**src/rtl/dma_pkg.sv**
```systemverilog
// Shared definitions for the DMA read and write controllers.
// FSM states, AXI encodings and the 4 KB page constant.
package dma_pkg;

  typedef enum logic [2:0] {
    IDLE,
    LOAD,
    ADDR,
    DATA,
    RESP,
    DONE
  } state_t;

  localparam logic [1:0]  BURST_INCR  = 2'b01;
  localparam logic [1:0]  RESP_OKAY   = 2'b00;
  localparam logic [12:0] BOUNDARY_4K = 13'h1000;

endpackage

```
**src/rtl/dma_burst_calc.sv**
```systemverilog
// Burst sizing: min of beats left, max burst and beats to 4 KB page end.
// Pure combinational; shared by the read and write controllers.
module dma_burst_calc
  import dma_pkg::*;
#(
  parameter int DATA_WIDTH = 64,
  parameter int LEN_WIDTH  = 26,
  parameter int BURST_LEN  = 16
) (
  input  logic [LEN_WIDTH-1:0] beats_left,
  input  logic [11:0]          addr_lo,
  output logic [8:0]           burst
);

  localparam int BPB_LOG = $clog2(DATA_WIDTH / 8);

  logic [12:0] to_bound;
  logic [12:0] cap;

  // clamp by page room, then by burst limit, then by what is left
  always_comb begin
    to_bound = (BOUNDARY_4K - {1'b0, addr_lo}) >> BPB_LOG;
    cap      = (to_bound < 13'(BURST_LEN)) ? to_bound : 13'(BURST_LEN);
    burst    = (beats_left < LEN_WIDTH'(cap)) ? beats_left[8:0] : cap[8:0];
  end

endmodule

```
**src/rtl/dma_write_control.sv**
```systemverilog
// AXI4 write-master DMA: AXI-Stream source into memory.
// INCR bursts split at 4 KB, one burst outstanding, IRQ on completion.
module dma_write_control
  import dma_pkg::*;
#(
  parameter int DATA_WIDTH = 64,
  parameter int ADDR_WIDTH = 32,
  parameter int LEN_WIDTH  = 26,
  parameter int BURST_LEN  = 16
) (
  input  logic                    CLK,
  input  logic                    RST,
  input  logic                    dma_write_valid,
  input  logic [ADDR_WIDTH-1:0]   dma_da_config,
  input  logic [LEN_WIDTH-1:0]    dma_length_config,
  output logic                    dma_idle,
  output logic                    DMA_IRQ,
  output logic                    dma_err,
  input  logic [DATA_WIDTH-1:0]   s_tdata,
  input  logic                    s_tvalid,
  output logic                    s_tready,
  output logic [ADDR_WIDTH-1:0]   m_awaddr,
  output logic [7:0]              m_awlen,
  output logic [2:0]              m_awsize,
  output logic [1:0]              m_awburst,
  output logic                    m_awvalid,
  input  logic                    m_awready,
  output logic [DATA_WIDTH-1:0]   m_wdata,
  output logic [DATA_WIDTH/8-1:0] m_wstrb,
  output logic                    m_wlast,
  output logic                    m_wvalid,
  input  logic                    m_wready,
  input  logic [1:0]              m_bresp,
  input  logic                    m_bvalid,
  output logic                    m_bready
);

  localparam int BPB_LOG = $clog2(DATA_WIDTH / 8);

  state_t                state;
  state_t                next;
  logic [ADDR_WIDTH-1:0] addr;
  logic [LEN_WIDTH-1:0]  beats_left;
  logic [LEN_WIDTH-1:0]  beats_rem;
  logic [8:0]            burst;
  logic [8:0]            burst_calc;
  logic [8:0]            beat_cnt;
  logic                  last_beat;
  logic                  w_hs;

  dma_burst_calc #(
    .DATA_WIDTH (DATA_WIDTH),
    .LEN_WIDTH  (LEN_WIDTH),
    .BURST_LEN  (BURST_LEN)
  ) u_calc (
    .beats_left (beats_left),
    .addr_lo    (addr[11:0]),
    .burst      (burst_calc)
  );

  assign beats_rem = beats_left - LEN_WIDTH'(burst);
  assign last_beat = (beat_cnt == burst - 9'd1);
  assign w_hs      = s_tvalid && m_wready;

  assign m_awaddr  = addr;
  assign m_awlen   = 8'(burst - 9'd1);
  assign m_awsize  = 3'(BPB_LOG);
  assign m_awburst = BURST_INCR;
  assign m_wdata   = s_tdata;
  assign m_wstrb   = '1;

  // state register
  always_ff @(posedge CLK or negedge RST) begin
    if (!RST) state <= IDLE;
    else      state <= next;
  end

  // next state and handshake outputs
  always_comb begin
    next      = state;
    dma_idle  = 1'b0;
    DMA_IRQ   = 1'b0;
    m_awvalid = 1'b0;
    m_wvalid  = 1'b0;
    s_tready  = 1'b0;
    m_wlast   = 1'b0;
    m_bready  = 1'b0;
    unique case (state)
      IDLE: begin
        dma_idle = 1'b1;
        if (dma_write_valid) next = LOAD;
      end
      LOAD: next = (beats_left == '0) ? DONE : ADDR;
      ADDR: begin
        m_awvalid = 1'b1;
        if (m_awready) next = DATA;
      end
      DATA: begin
        m_wvalid = s_tvalid;
        s_tready = m_wready;
        m_wlast  = last_beat;
        if (w_hs && last_beat) next = RESP;
      end
      RESP: begin
        m_bready = 1'b1;
        if (m_bvalid) next = (beats_rem != '0) ? LOAD : DONE;
      end
      DONE: begin
        DMA_IRQ = 1'b1;
        next    = IDLE;
      end
      default: next = IDLE;
    endcase
  end

  // address, length, burst and beat bookkeeping plus error flag
  always_ff @(posedge CLK or negedge RST) begin
    if (!RST) begin
      addr       <= '0;
      beats_left <= '0;
      burst      <= '0;
      beat_cnt   <= '0;
      dma_err    <= 1'b0;
    end else begin
      if (state == IDLE && dma_write_valid) begin
        addr       <= dma_da_config;
        beats_left <= dma_length_config >> BPB_LOG;
        dma_err    <= 1'b0;
      end
      if (state == LOAD) begin
        burst    <= burst_calc;
        beat_cnt <= '0;
      end
      if (state == DATA && w_hs) beat_cnt <= beat_cnt + 9'd1;
      if (state == RESP && m_bvalid) begin
        addr       <= addr + (ADDR_WIDTH'(burst) << BPB_LOG);
        beats_left <= beats_rem;
        if (m_bresp != RESP_OKAY) dma_err <= 1'b1;
      end
    end
  end

endmodule

```
**config.mk**
```make
export PLATFORM = sky130hd
export DESIGN_NAME = dma_write_control
export DESIGN_NICKNAME = d
export VERILOG_FILES = /design/src/rtl/dma_pkg.sv /design/src/rtl/dma_burst_calc.sv /design/src/rtl/dma_write_control.sv
export SDC_FILE = /design/constraint.sdc
export NUM_CORES = 1
export LEC_CHECK = 0
export BUFFER_PORTS_ARGS = -buffer_cell sky130_fd_sc_hd__buf_2
export CORE_ASPECT_RATIO = 1.5
export CORE_MARGIN = 2
export CORE_UTILIZATION = 48
export CTS_BUF_LIST = sky130_fd_sc_hd__clkbuf_8
export DETAILED_ROUTE_END_ITERATION = 8
export PLACE_DENSITY = 0.79
export SKIP_CTS_REPAIR_TIMING = 1
export SLEW_MARGIN = 20
export SYNTH_ARGS = -nofsm -noshare
export SYNTH_HDL_FRONTEND = slang
export SYNTH_HIERARCHICAL = 1
export SYNTH_SLANG_ARGS = --single-unit
```
**constraint.sdc**
```tcl
create_clock -name CLK -period 3.9 [get_ports CLK]
set_input_delay 0.585 -clock CLK [delete_from_list [all_inputs] [get_ports CLK]]
set_output_delay 0.585 -clock CLK [all_outputs]
set_load 0.05 [all_outputs]
```
-- Yosys cells after proc, flatten, opt, wreduce, memory -nomap -nowiden
Cells that the tools add are included.
- bits in registers: 80
- bits of input ports: 131
- logic and storage cells: 60
- add/sub/neg operators: 5
- $lt $le $gt $ge: 2
- eq/ne operators: 10
- multiplexer cells: 25
- reductions and logical operators: 12
- operator list (kind ; count):
    $mux W32 ; 2
    $mux W26 ; 2
    $add A32 B12 Y32 ; 1
    $mux W9 ; 3
    $logic_not A26 Y1 ; 1
    $lt A26 B13 Y1 ; 1
    $reduce_bool A26 Y1 ; 1
    $sub A26 B9 Y26 ; 1
    $mux W3 ; 6
    $pmux W3 S5 ; 1
    $sub A13 B12 Y13 const A ; 1
    $lt A10 B5 Y1 const B ; 1
    $mux W1 ; 10
    $mux W10 ; 1
    $add A9 B1 Y9 const B ; 1
    $eq A9 B9 Y1 ; 1
    $sub A9 B1 Y9 const B ; 1
    $ne A2 B2 Y1 const B ; 4
    $eq A3 B2 Y1 const B ; 2
    $eq A3 B3 Y1 const B ; 2
    $reduce_bool A2 Y1 ; 3
    $logic_and A1 B1 Y1 ; 5
    $reduce_and A4 Y1 ; 1
    $eq A3 B1 Y1 const B ; 1
    $logic_not A3 Y1 ; 1

-- Depth between registers and ports, before layout
Gate-level depths: netlist of run 1.
- depth after elaboration: 5
- depth in mapped cells: 12

-- Cells and area by module
Netlist of run 1, hierarchy kept.
- by module, submodules not included (module ; times used ; cells each ; area each (µm²)):
    dma_write_control ; 1 ; 747 ; 6052.1
    dma_burst_calc ; 1 ; 66 ; 442.9

-- Least setup slack after synthesis of run 1
Ideal clock, no wire load.
- kind: register to output
- from: register burst[0]
- to: output m_wlast
- data arrival time: 3459 ps
- data required time: 3315 ps
- setup slack: -144 ps
- stages on the path, launching flop included: 9
- cells stage by stage: dfrtp_1 > inv_1 > ha_1 > xor2_1 > xnor2_1 > nand3_1 > a2111oi_0 > o2111ai_1 > nor2_1
- cells in the longest elaborated chain, start to end: 3
- ends and longest elaborated chain (item ; RTL line ; RTL):
    start, declared ; dma_write_control.sv:45 ; logic [8:0] burst;
    start signal, assigned ; dma_write_control.sv:131 ; burst <= burst_calc;
    $sub A9 B1 Y9 ; -- ;
    net m_awlen[0] ; dma_write_control.sv:23 ; output logic [7:0] m_awlen,
    $eq A9 B9 Y1 ; dma_write_control.sv:62 ; assign last_beat = (beat_cnt == burst - 9'd1);
    $mux W1 ; dma_write_control.sv:88 ; unique case (state)
    end, declared ; dma_write_control.sv:30 ; output logic m_wlast,
The timed path passes the listed nets, and every way through them passes these cells.

-- Final worst setup path of run 1
- from: register burst[1]
- to: output m_wlast
- cells in the longest elaborated chain, start to end: 3
- ends and longest elaborated chain (item ; RTL line):
    $sub A9 B1 Y9 ; --
    $eq A9 B9 Y1 ; dma_write_control.sv:62
    $mux W1 ; dma_write_control.sv:88
Every way passes these cells.

==> out/results.tsv, run 1 <==
stage	metric	value	unit
cts	CTS tree	yes	
placement	dpl ws	588	ps
cts	CTS H-tree depth	3	
detailed_routing	ANT nets after route	0	
global_route	vias in the first global route	5927	
cts	Root Buffer	clkbuf_8	
power	peak supply drop	475	uV
timing	actual slew at the worst max-slew pin	837	ps
power	total design power	5.45	mW
setup_path	instance count on the critical path	9	
yosys	async set or reset register ratio after synthesis	1.00	
timing	Max Fclk	281	MHz
detailed_routing	final WL	18.6	mm
cells_and_area	antenna cells	0	
placement	I/O Buffers	111	
floorplan	Cell Rows	52	
detailed_routing	drt initial violations	319	
setup_path	Critical Path Max Stage Delay	480	ps
setup_path	startpoint type of the worst setup path	register	
setup_path	critical path class	reg -> out	
cells_and_area	most common library cell in the layout ignoring fill and taps	buf_2	
cells_and_area	final std cells w/o fill	1018	
cells_and_area	Post-Route Utilization	0.519	
floorplan	Initial Utilization	0.487	
timing	final cycle utilization of the critical path	0.912	
cts	CTS Buf Count	9	
detailed_routing	Vias	6114	
placement	Final Wtd Congestion	0.942	
run	MaxCap Viol Count	0	
timing	Setup violations, final	0	
setup_path	Setup crit end kind	primary output	
yosys	Mapped Area	0.00649	mm^2
power	PD cells	787	mW/mm^2
cells_and_area	Post-layout nets	1013	
yosys	sequential area share after synthesis	0.308	
cts	clk_lat worst skew	380	ps
min_path	worst min path class	in -> async	
setup_path	worst r2r path cells	11	
detailed_routing	drt via density	6.01	
cts	clock slew at reported path FFs	100	ps
cells_and_area	Fillers	1307	
yosys	Synth Warn #	6	
setup_path	Buf+Inv Stages, Crit Path	2	
setup_path	crit path cell chain	inv_1, ha_1, nor3b_2, xnor2_2, xor2_1, a2111oi_0, o2111ai_1, nor2_1, buf_2	
setup_path	Critical Path RT	3310	ps
yosys	Avg Cell Area, Syn	7.99	um^2
placement	placed instance count	1002	
cts	Num Clock Sinks	80	
detailed_routing	DR WL/cell	18.3	um
cells_and_area	Area Growth Syn to Fin	6.55	%
yosys	Netlist cell types	71	
global_route	largest net degree at the start of global routing	81	
floorplan	Die Ht	146	um
yosys	post-synthesis instance total	813	
timing	max_slew headroom	0.441	
setup_path	crit path DAT	2970	ps
floorplan	Die W	99.0	um
global_route	initial antenna violation count	0	
yosys	Synth Flop Type	dfrtp_1	
timing	setup_tns	0	ps
cts	worst-case clock buffer depth	2	
yosys	synthesized flop and latch total	80	
placement	DP HPWL	13.9	mm
detailed_routing	DRC	0	
detailed_routing	drt first pass iters	5	
cells_and_area	share of post-route cells with drive strength above 1	0.182	
global_route	first-pass GRT wire length	30.2	mm
setup_path	Top delay family on crit path	compound AO/OA/AOI/OAI gates	
timing	Final WS setup	342	ps
global_route	gr usage total	0.257	
global_route	global route total overflow	0	
timing	clock skew	17.8	ps
setup_path	Crit-path slowest cell	dfrtp_1	
floorplan	core region area	0.0133	mm^2
floorplan	IO Pins	256	
outcome	outcome	complete, no violations	
cells_and_area	most frequent cells in the layout	buf_2 (110), nand2_1 (91), dfrtp_1 (80), nor2_1 (77), o21ai_0 (64)	
timing	final hold vios	0	
setup_path	Crit Path Max Fanout	5	
timing	Final Max Tran Viols	0	
timing	unrepaired setup endpoints after global routing	no	
timing	min Tclk post-route	3560	ps
power	leakage dissipation	3.15	nW
yosys	EDFF count, synth	0	
floorplan	die area	0.0145	mm^2
==> per-stage QoR <==
stage                     hold slack [ps]  cell area [um^2]
after floorplan                       289              6570
after global placement                447              6700
after detailed placement              458              6700
after CTS                             381              6910
after global routing                  305              6920
final                                 244              6920
==> worst register-to-register path: stages, from the launching register on <==
cell,delay [ps]
dfrtp_1,480
inv_1,250
ha_1,280
nor2b_1,140
o31a_1,270
o31a_1,380
a2111oi_0,530
buf_4,230
xnor2_1,130
o2111ai_1,130
a2111o_1,410
a21oi_1,160
==> flip-flops by register name, indices dropped and copies added (netlist names) <==
signal,count
beat_cnt,9
beats_left,26
burst,9
dma_err,1
m_awaddr,32
state,3
==> power breakdown <==
group / leakage, nW / switching (mW) / internal, mW
Combinational: 2.06 / 2.10 / 1.05
Clock: 0.105 / 0.376 / 0.312
Sequential: 0.987 / 0.477 / 1.13
==> cell families after synthesis <==
family | after synthesis | synth area share
and+or+nand+nor | 300 | 0.228
DFF | 80 | 0.308
xor gates and xnor gates | 34 | 0.0458
buffers and inverters | 145 | 0.129
adders and majority gates | 31 | 0.0620
AOI/OAI and AO/OA | 210 | 0.210
other | 3 | 0.00173
muxes | 10 | 0.0156
==> area by class of cell <==
| type | instances | area (um^2) | area share |
|---|---|---|---|
| clock buffer | 9 | 124 | 0.0179 |
| clock inverter | 7 | 86.3 | 0.0125 |
| inverter | 36 | 135 | 0.0195 |
| multi-input combinational | 603 | 3730 | 0.540 |
| sequential | 80 | 2000 | 0.289 |
| tap | 162 | 203 | 0.0293 |
| timing repair buffer | 121 | 637 | 0.0920 |
==> cells in the mapped netlist, types with 3 or more instances <==
cell type / n / area share
nor2_1: 77 / 0.045
ha_1: 29 / 0.056
o22ai_1: 4 / 0.0039
nand3b_1: 3 / 0.0035
and2_1: 9 / 0.0087
o31ai_1: 4 / 0.0046
xnor2_1: 20 / 0.027
and3_1: 12 / 0.012
a22oi_1: 3 / 0.0035
clkbuf_1: 29 / 0.017
o2111ai_1: 4 / 0.0054
nor4_1: 14 / 0.013
nand3_1: 19 / 0.015
or2_2: 4 / 0.0039
buf_4: 77 / 0.089
o211a_1: 5 / 0.0077
or3_1: 11 / 0.011
a311oi_1: 9 / 0.012
nor3_1: 18 / 0.014
nand2_1: 91 / 0.053
mux2i_1: 9 / 0.014
a211oi_1: 14 / 0.016
nor2b_1: 7 / 0.0067
nor3b_1: 5 / 0.0058
nand2b_1: 3 / 0.0029
dfrtp_1: 80 / 0.31
inv_1: 36 / 0.021
o21a_1: 7 / 0.0081
a21o_1: 9 / 0.010
a31oi_1: 11 / 0.011
o31a_1: 3 / 0.0040
o21ai_0: 64 / 0.049
o211ai_1: 3 / 0.0035
nand4_1: 12 / 0.012
conb_1: 3 / 0.0017
and4_1: 3 / 0.0040
a21oi_1: 45 / 0.035
xor2_1: 14 / 0.019
==> routing by layer <==
layer  up-vias  track usage  wire, um
li1       2895            -         -
met1      2901        0.305      7240
met2       241        0.441      9420
met3        77       0.0421      1120
met4         0        0.134       842
met5         -            0         0
==> path summary, 6_finish.rpt <==
| path | startpoint | endpoint | slack (ps) |
|---|---|---|---|
| worst max-delay path | burst[1]$_DFFE_PN0N_ | m_wlast | 340 |
| worst min register to register | dma_err$_DFF_PN0_ | dma_err$_DFF_PN0_ | 480 |
| worst max register to register | burst[1]$_DFFE_PN0N_ | state[2]$_DFFE_PN0P_ | 430 |
| worst min-delay path | RST | beats_left[13]$_DFFE_PN0P_ | 240 |
| min in group CLK | dma_da_config[0] | m_awaddr[0]$_DFFE_PN0P_ | 390 |
| max in group asynchronous | RST | m_awaddr[4]$_DFFE_PN0P_ | 3140 |
(Power assumes the default switching activity.)
==> run 2: changes to the inputs <==
--- a/config.mk
+++ b/config.mk
@@ -8,7 +8,7 @@
 export BUFFER_PORTS_ARGS = -buffer_cell sky130_fd_sc_hd__buf_2
 export CORE_ASPECT_RATIO = 1.5
 export CORE_MARGIN = 2
-export CORE_UTILIZATION = 48
+export CORE_UTILIZATION = 46
 export CTS_BUF_LIST = sky130_fd_sc_hd__clkbuf_8
 export DETAILED_ROUTE_END_ITERATION = 8
 export PLACE_DENSITY = 0.79
==> constraint.sdc (replaced) <==
create_clock -name CLK -period 3 [get_ports CLK]
set_input_delay 0.45 -clock CLK [delete_from_list [all_inputs] [get_ports CLK]]
set_output_delay 0.45 -clock CLK [all_outputs]
set_load 0.05 [all_outputs]
==> run 2 against run 1 <==
Compared with the run above:
- the flow now finishes with violations (negative setup slack)
- setup slack got worse by 630 ps
- largest cell class unchanged
- highest routed layer unchanged
- clock skew decreased by 4.0 ps
- non-clock buffer count increased by 72
- die area increased by 4.2%
==> out/results.tsv, run 2 (synthesis results as in run 1) <==
stage	metric	value	unit	change
outcome	outcome	finished with violations		
outcome	failing checks	negative setup slack		
detailed_routing	final WL	20.3	mm	+9.0%
setup_path	reg-to-reg startpoint	m_awaddr[2]$_DFFE_PN0P_		
timing	Max Fclk	304	MHz	
cts	CTS tree	yes		
placement	I/O Buffers	111		unchanged
cells_and_area	Post-layout nets	1085		+7.1%
floorplan	die area	0.0151	mm^2	+4.2%
detailed_routing	DR WL/cell	18.6	um	+1.5%
power	leakage dissipation	3.52	nW	+12%
timing	actual slew at the worst max-slew pin	672	ps	-165 ps
placement	dpl ws	-109	ps	-697 ps
setup_path	Critical Path RT	3300	ps	about the same
floorplan	Die W	101	um	+2.1%
detailed_routing	drt initial violations	455		+43%
cells_and_area	Post-Route Utilization	0.553		+0.0342
timing	clock skew	13.8	ps	-3.97 ps
setup_path	startpoint type of the worst setup path	register		
floorplan	IO Pins	256		unchanged
detailed_routing	drt first pass iters	5		unchanged
timing	Final Max Tran Viols	0		unchanged
placement	DP HPWL	15.0	mm	+7.5%
timing	unrepaired setup endpoints after global routing	yes		
power	peak supply drop	581	uV	+22%
cells_and_area	most frequent cells in the layout	buf_2 (109), nand2_1 (90), buf_4 (81), dfrtp_1 (75), nor2_1 (71)		
cts	CTS Buf Count	9		unchanged
global_route	global route total overflow	0		unchanged
global_route	gr usage total	0.261		+0.00365
cts	Root Buffer	clkbuf_8		
cts	clk_lat worst skew	380	ps	about the same
timing	Final WS setup	-290	ps	-632 ps
floorplan	Cell Rows	53		+1.9%
cells_and_area	Area Growth Syn to Fin	18.6	%	
detailed_routing	Vias	6498		+6.3%
placement	Final Wtd Congestion	0.976		+3.6%
setup_path	critical path class	reg -> reg		
floorplan	core region area	0.0139	mm^2	+4.4%
detailed_routing	ANT nets after route	0		unchanged
detailed_routing	drt via density	5.95		-1.0%
floorplan	Die Ht	150	um	+2.1%
cts	clock slew at reported path FFs	100	ps	about the same
setup_path	crit path DAT	3590	ps	+620 ps
detailed_routing	DRC	0		unchanged
setup_path	critical path endpoint	burst[4]$_DFFE_PN0N_		
setup_path	end of the worst register-to-register path	burst[4]$_DFFE_PN0N_		
min_path	worst min path class	in -> async		
cells_and_area	most common library cell in the layout ignoring fill and taps	buf_2		
floorplan	Initial Utilization	0.466		-0.0206
setup_path	worst r2r path cells	12		+1
timing	final cycle utilization of the critical path	1.10		
global_route	first-pass GRT wire length	30.9	mm	+2.4%
cells_and_area	max reg flops	32		unchanged
global_route	largest net degree at the start of global routing	51		-37%
global_route	initial antenna violation count	0		unchanged
cts	Num Clock Sinks	80		unchanged
cts	CTS H-tree depth	3		unchanged
timing	min Tclk post-route	3290	ps	
setup_path	beginning of the critical path	m_awaddr[2]$_DFFE_PN0P_		
power	total design power	7.75	mW	+42%
setup_path	Setup crit end kind	register		
global_route	vias in the first global route	6171		+4.1%
timing	Setup violations, final	9		+9
timing	final hold vios	0		unchanged
cts	worst-case clock buffer depth	2		unchanged
cells_and_area	antenna cells	0		unchanged
setup_path	worst reg-to-reg setup slack	-290	ps	-720 ps
setup_path	Crit Path Max Fanout	5		unchanged
timing	max_slew headroom	0.552		+0.111
cells_and_area	share of post-route cells with drive strength above 1	0.282		+0.100
power	PD cells	1010	mW/mm^2	+28%
run	MaxCap Viol Count	0		unchanged
run 2: cell count changes in the layout (fill, tap and decap cells not counted), moves of 5 or more:
| cell | delta |
|---|---|
| o21ai_1 | +7 |
| buf_4 | +71 |
| nor2_1 | -6 |
| dfrtp_1 | -5 |
| nor2_4 | +5 |
| o21ai_0 | -8 |
| dfrtp_2 | +5 |
run 2: through the flow:
stage               hold slack, ps  cells  TNS (ps)  instance area, um^2
floorplan                      154    828     -1010                 6610
global placement               450   1073      -222                 7280
global route                   139   1093     -2720                 7700
CTS                            110   1089     -1510                 7490
detailed placement             452   1073      -675                 7280
finish                        86.8   1093     -1730                 7700
run 2: worst max-delay path, stage by stage (launching register included):
cell and delay [ps]:
dfrtp_2 410, or4_4 550, or3_4 360, xor2_1 160
nand2_1 130, ha_4 320, nand4_1 100, or3_4 360
a41o_4 250, nand3_4 130, mux2i_1 230, nand2_1 100
o21ai_1 100
run 2: layer usage:
metal  global-route usage  up-vias  part of all wire
met2                0.459      240              0.52
met5                    0        -                 0
met3               0.0360       92             0.051
met4                0.167        0             0.063
li1                     -     3045                 -
met1                0.291     3121              0.37
run 2: worst min-delay path by stage:
stage                                            end  slack (ps)  cells past startpoint
after global routing      beats_left[19]$_DFFE_PN0P_         140                      1
after detailed placement           dma_err$_DFF_PN0_         450                      2
after global placement             dma_err$_DFF_PN0_         450                      2
after CTS                 beats_left[19]$_DFFE_PN0P_         110                      1
final                     beats_left[19]$_DFFE_PN0P_          90                      1
after floorplan              beat_cnt[0]$_DFFE_PN0P_         150                      0
run 2: power by group:
group | total, mW | leakage [nW] | switching (mW) | internal, mW
Combinational | 4.92 | 2.44 | 3.14 | 1.77
Sequential | 1.96 | 0.980 | 0.480 | 1.48
Clock | 0.876 | 0.107 | 0.474 | 0.402
run 2: final cells by class:
cell class	count	area, um^2
fillers	1283	6220
multi-input cells	603	3940
flip-flops and latches	80	2010
repair buffers	193	1200
well taps	165	206
inverters	36	139
clock buffers	9	124
clock inverters	7	85.1
==> run 3: changes to the inputs <==
--- a/config.mk
+++ b/config.mk
@@ -12,6 +12,7 @@
 export CTS_BUF_LIST = sky130_fd_sc_hd__clkbuf_8
 export DETAILED_ROUTE_END_ITERATION = 8
 export PLACE_DENSITY = 0.79
+export REMOVE_ABC_BUFFERS = 1
 export SKIP_CTS_REPAIR_TIMING = 1
 export SLEW_MARGIN = 20
 export SYNTH_ARGS = -nofsm -noshare
==> run 3 against run 2 <==
Compared with the run above:
- the run still ends with negative setup slack left
- clock power up 15%
- clock skew up 2.9 ps
- first-iteration DRC count down 14%
- sequential share of layout area up 0.18 points
- hold slack better by 44 ps
- register-to-register slack better by 60 ps
- largest cell class unchanged
- highest routed layer is now met5
- global-route usage up 5.6 points
- largest power group unchanged
- total power up 2.1%
- flip-flop and latch count unchanged
- fmax up 1.8%
==> out/results.tsv, run 3 (synthesis results as in run 1) <==
stage	metric	value	unit	change
global_route	first-pass GRT wire length	35.8	mm	+16%
floorplan	Initial Utilization	0.466		unchanged
detailed_routing	Post-Route M1 WL	8.07	mm	+7.8%
floorplan	Cell Rows	53		unchanged
setup_path	Crit Path Max Fanout	5		unchanged
detailed_routing	uppermost layer routed	met5		
cells_and_area	final std cells w/o fill	1096		+0.27%
setup_path	reg-to-reg startpoint	m_awaddr[3]$_DFFE_PN0P_		
cts	CTS Buf Count	9		unchanged
cells_and_area	Post-layout nets	1088		+0.28%
detailed_routing	DR WL/cell	22.3	um	+20%
detailed_routing	Vias	6678		+2.8%
floorplan	die area	0.0151	mm^2	unchanged
cts	Num Clock Sinks	80		unchanged
cts	clk_lat worst skew	380	ps	about the same
run	MaxCap Viol Count	0		unchanged
cells_and_area	most common library cell in the layout ignoring fill and taps	buf_2		
detailed_routing	drt first pass iters	6		+1
global_route	initial antenna violation count	0		unchanged
timing	actual slew at the worst max-slew pin	765	ps	+93.1 ps
setup_path	critical path class	reg -> reg		
cells_and_area	antenna cells	0		unchanged
placement	DP HPWL	19.0	mm	+27%
timing	clock skew	16.6	ps	+2.86 ps
detailed_routing	ANT nets after route	0		unchanged
power	leakage dissipation	3.55	nW	+0.80%
setup_path	worst reg-to-reg setup slack	-230	ps	+60 ps
setup_path	crit path DAT	3520	ps	-70 ps
outcome	failing checks	negative setup slack		
cells_and_area	Area Growth Syn to Fin	17.4	%	
global_route	gr usage total	0.317		+0.0560
setup_path	startpoint type of the worst setup path	register		
cts	Root Buffer	clkbuf_8		
timing	unrepaired setup endpoints after global routing	yes		
detailed_routing	drt initial violations	391		-14%
setup_path	end of the worst register-to-register path	burst[3]$_DFFE_PN0N_		
timing	Setup violations, final	10		+1
timing	setup_tns	-1940	ps	-202 ps
placement	dpl ws	-146	ps	-36.8 ps
cells_and_area	most frequent cells in the layout	buf_2 (109), nand2_1 (89), buf_4 (84), dfrtp_1 (80), nor2_1 (77)		
power	PD cells	1040	mW/mm^2	+3.1%
detailed_routing	final WL	24.5	mm	+21%
timing	max_slew headroom	0.490		-0.0621
timing	final hold vios	0		unchanged
timing	Max Fclk	309	MHz	+1.8%
placement	Final Wtd Congestion	0.965		-1.1%
cts	CTS H-tree depth	3		unchanged
timing	Final Max Tran Viols	0		unchanged
cells_and_area	share of post-route cells with drive strength above 1	0.262		-0.0202
outcome	outcome	finished with violations		
placement	placed instance count	1077		+0.37%
detailed_routing	drt via density	6.09		+2.5%
setup_path	Critical Path RT	3280	ps	-20 ps
timing	final cycle utilization of the critical path	1.08		-0.0194
timing	min Tclk post-route	3230	ps	-58.1 ps
power	peak supply drop	568	uV	-2.3%
detailed_routing	DRC	0		unchanged
floorplan	Die W	101	um	unchanged
detailed_routing	met2 wire length	11.3	mm	+7.9%
global_route	largest net degree at the start of global routing	81		+59%
cts	clock slew at reported path FFs	90	ps	about the same
min_path	worst min path class	in -> async		
timing	Final WS setup	-232	ps	+58.1 ps
floorplan	IO Pins	256		unchanged
cts	CTS tree	yes		
cells_and_area	Post-Route Utilization	0.548		-0.00548
setup_path	worst r2r path cells	11		-1
global_route	vias in the first global route	6240		+1.1%
floorplan	Die Ht	150	um	unchanged
detailed_routing	met3 WL	3.73	mm	+260%
cts	worst-case clock buffer depth	2		unchanged
cells_and_area	max reg flops	32		unchanged
timing	worst hold margin	130	ps	+43.7 ps
floorplan	core region area	0.0139	mm^2	unchanged
setup_path	Setup crit end kind	register		
global_route	global route total overflow	0		unchanged
placement	I/O Buffers	111		unchanged
## run 3: cell types whose count changed in the layout (fill, tap and decap cells not counted), moves of 4 or more
cell	delta
dfrtp_1	+5
dfrtp_2	-5
nor2_1	+6
nor2_4	-5
o21ai_0	+4
## run 3: layer usage
| layer | GRT usage | vias to the layer above |
|---|---|---|
| li1 | - | 3049 |
| met1 | 0.322 | 3153 |
| met2 | 0.507 | 383 |
| met3 | 0.195 | 89 |
| met4 | 0.146 | 4 |
| met5 | 0.0629 | - |
## run 3: where the power goes
part,switching [mW],leakage (nW),internal [mW],total [mW]
logic,3.14,2.44,1.81,4.95
registers,0.471,0.987,1.47,1.94
clock network,0.438,0.128,0.573,1.01
total,4.05,3.55,3.86,7.91
## run 3: critical path, cell delays in order, from the launching register on
cell and delay [ps]:
dfrtp_1 380, or4_4 540, or3_4 430, o21a_1 200
ha_1 310, nand4_1 150, or3_4 370, a41o_4 250
nand3_4 150, mux2i_1 200, nand2_1 60, o21ai_0 90
## run 3: layout make-up
cell class                 instances  area (um^2)
clock buffer                      10          138
tap                              165          206
fill                            1307         6300
sequential                        80         2000
multi-input combinational        603         3820
clock inverter                     6          108
inverter                          36          135
timing repair buffer             196         1220
## run 3: worst max path at each step
stage                                 end  depth (start not counted)                     from
2_1_floorplan  beats_left[17]$_DFFE_PN0P_                          6     state[1]$_DFFE_PN0P_
3_3_place_gp         burst[2]$_DFFE_PN0N_                         12  m_awaddr[3]$_DFFE_PN0P_
3_5_place_dp         burst[2]$_DFFE_PN0N_                         12  m_awaddr[3]$_DFFE_PN0P_
4_1_cts                           m_wlast                         10     burst[0]$_DFFE_PN0N_
5_1_grt                           m_wlast                         10     burst[0]$_DFFE_PN0N_
6_report             burst[3]$_DFFE_PN0N_                         11  m_awaddr[3]$_DFFE_PN0P_
## run 3: per-stage QoR
| step | instance area (um^2) | total power [mW] |
|---|---|---|
| 2_1_floorplan | 5850 | 5.04 |
| 3_3_place_gp | 7250 | 6.62 |
| 3_5_place_dp | 7250 | 6.71 |
| 4_1_cts | 7490 | 7.73 |
| 5_1_grt | 7630 | 8.38 |
| 6_report | 7630 | 7.91 |
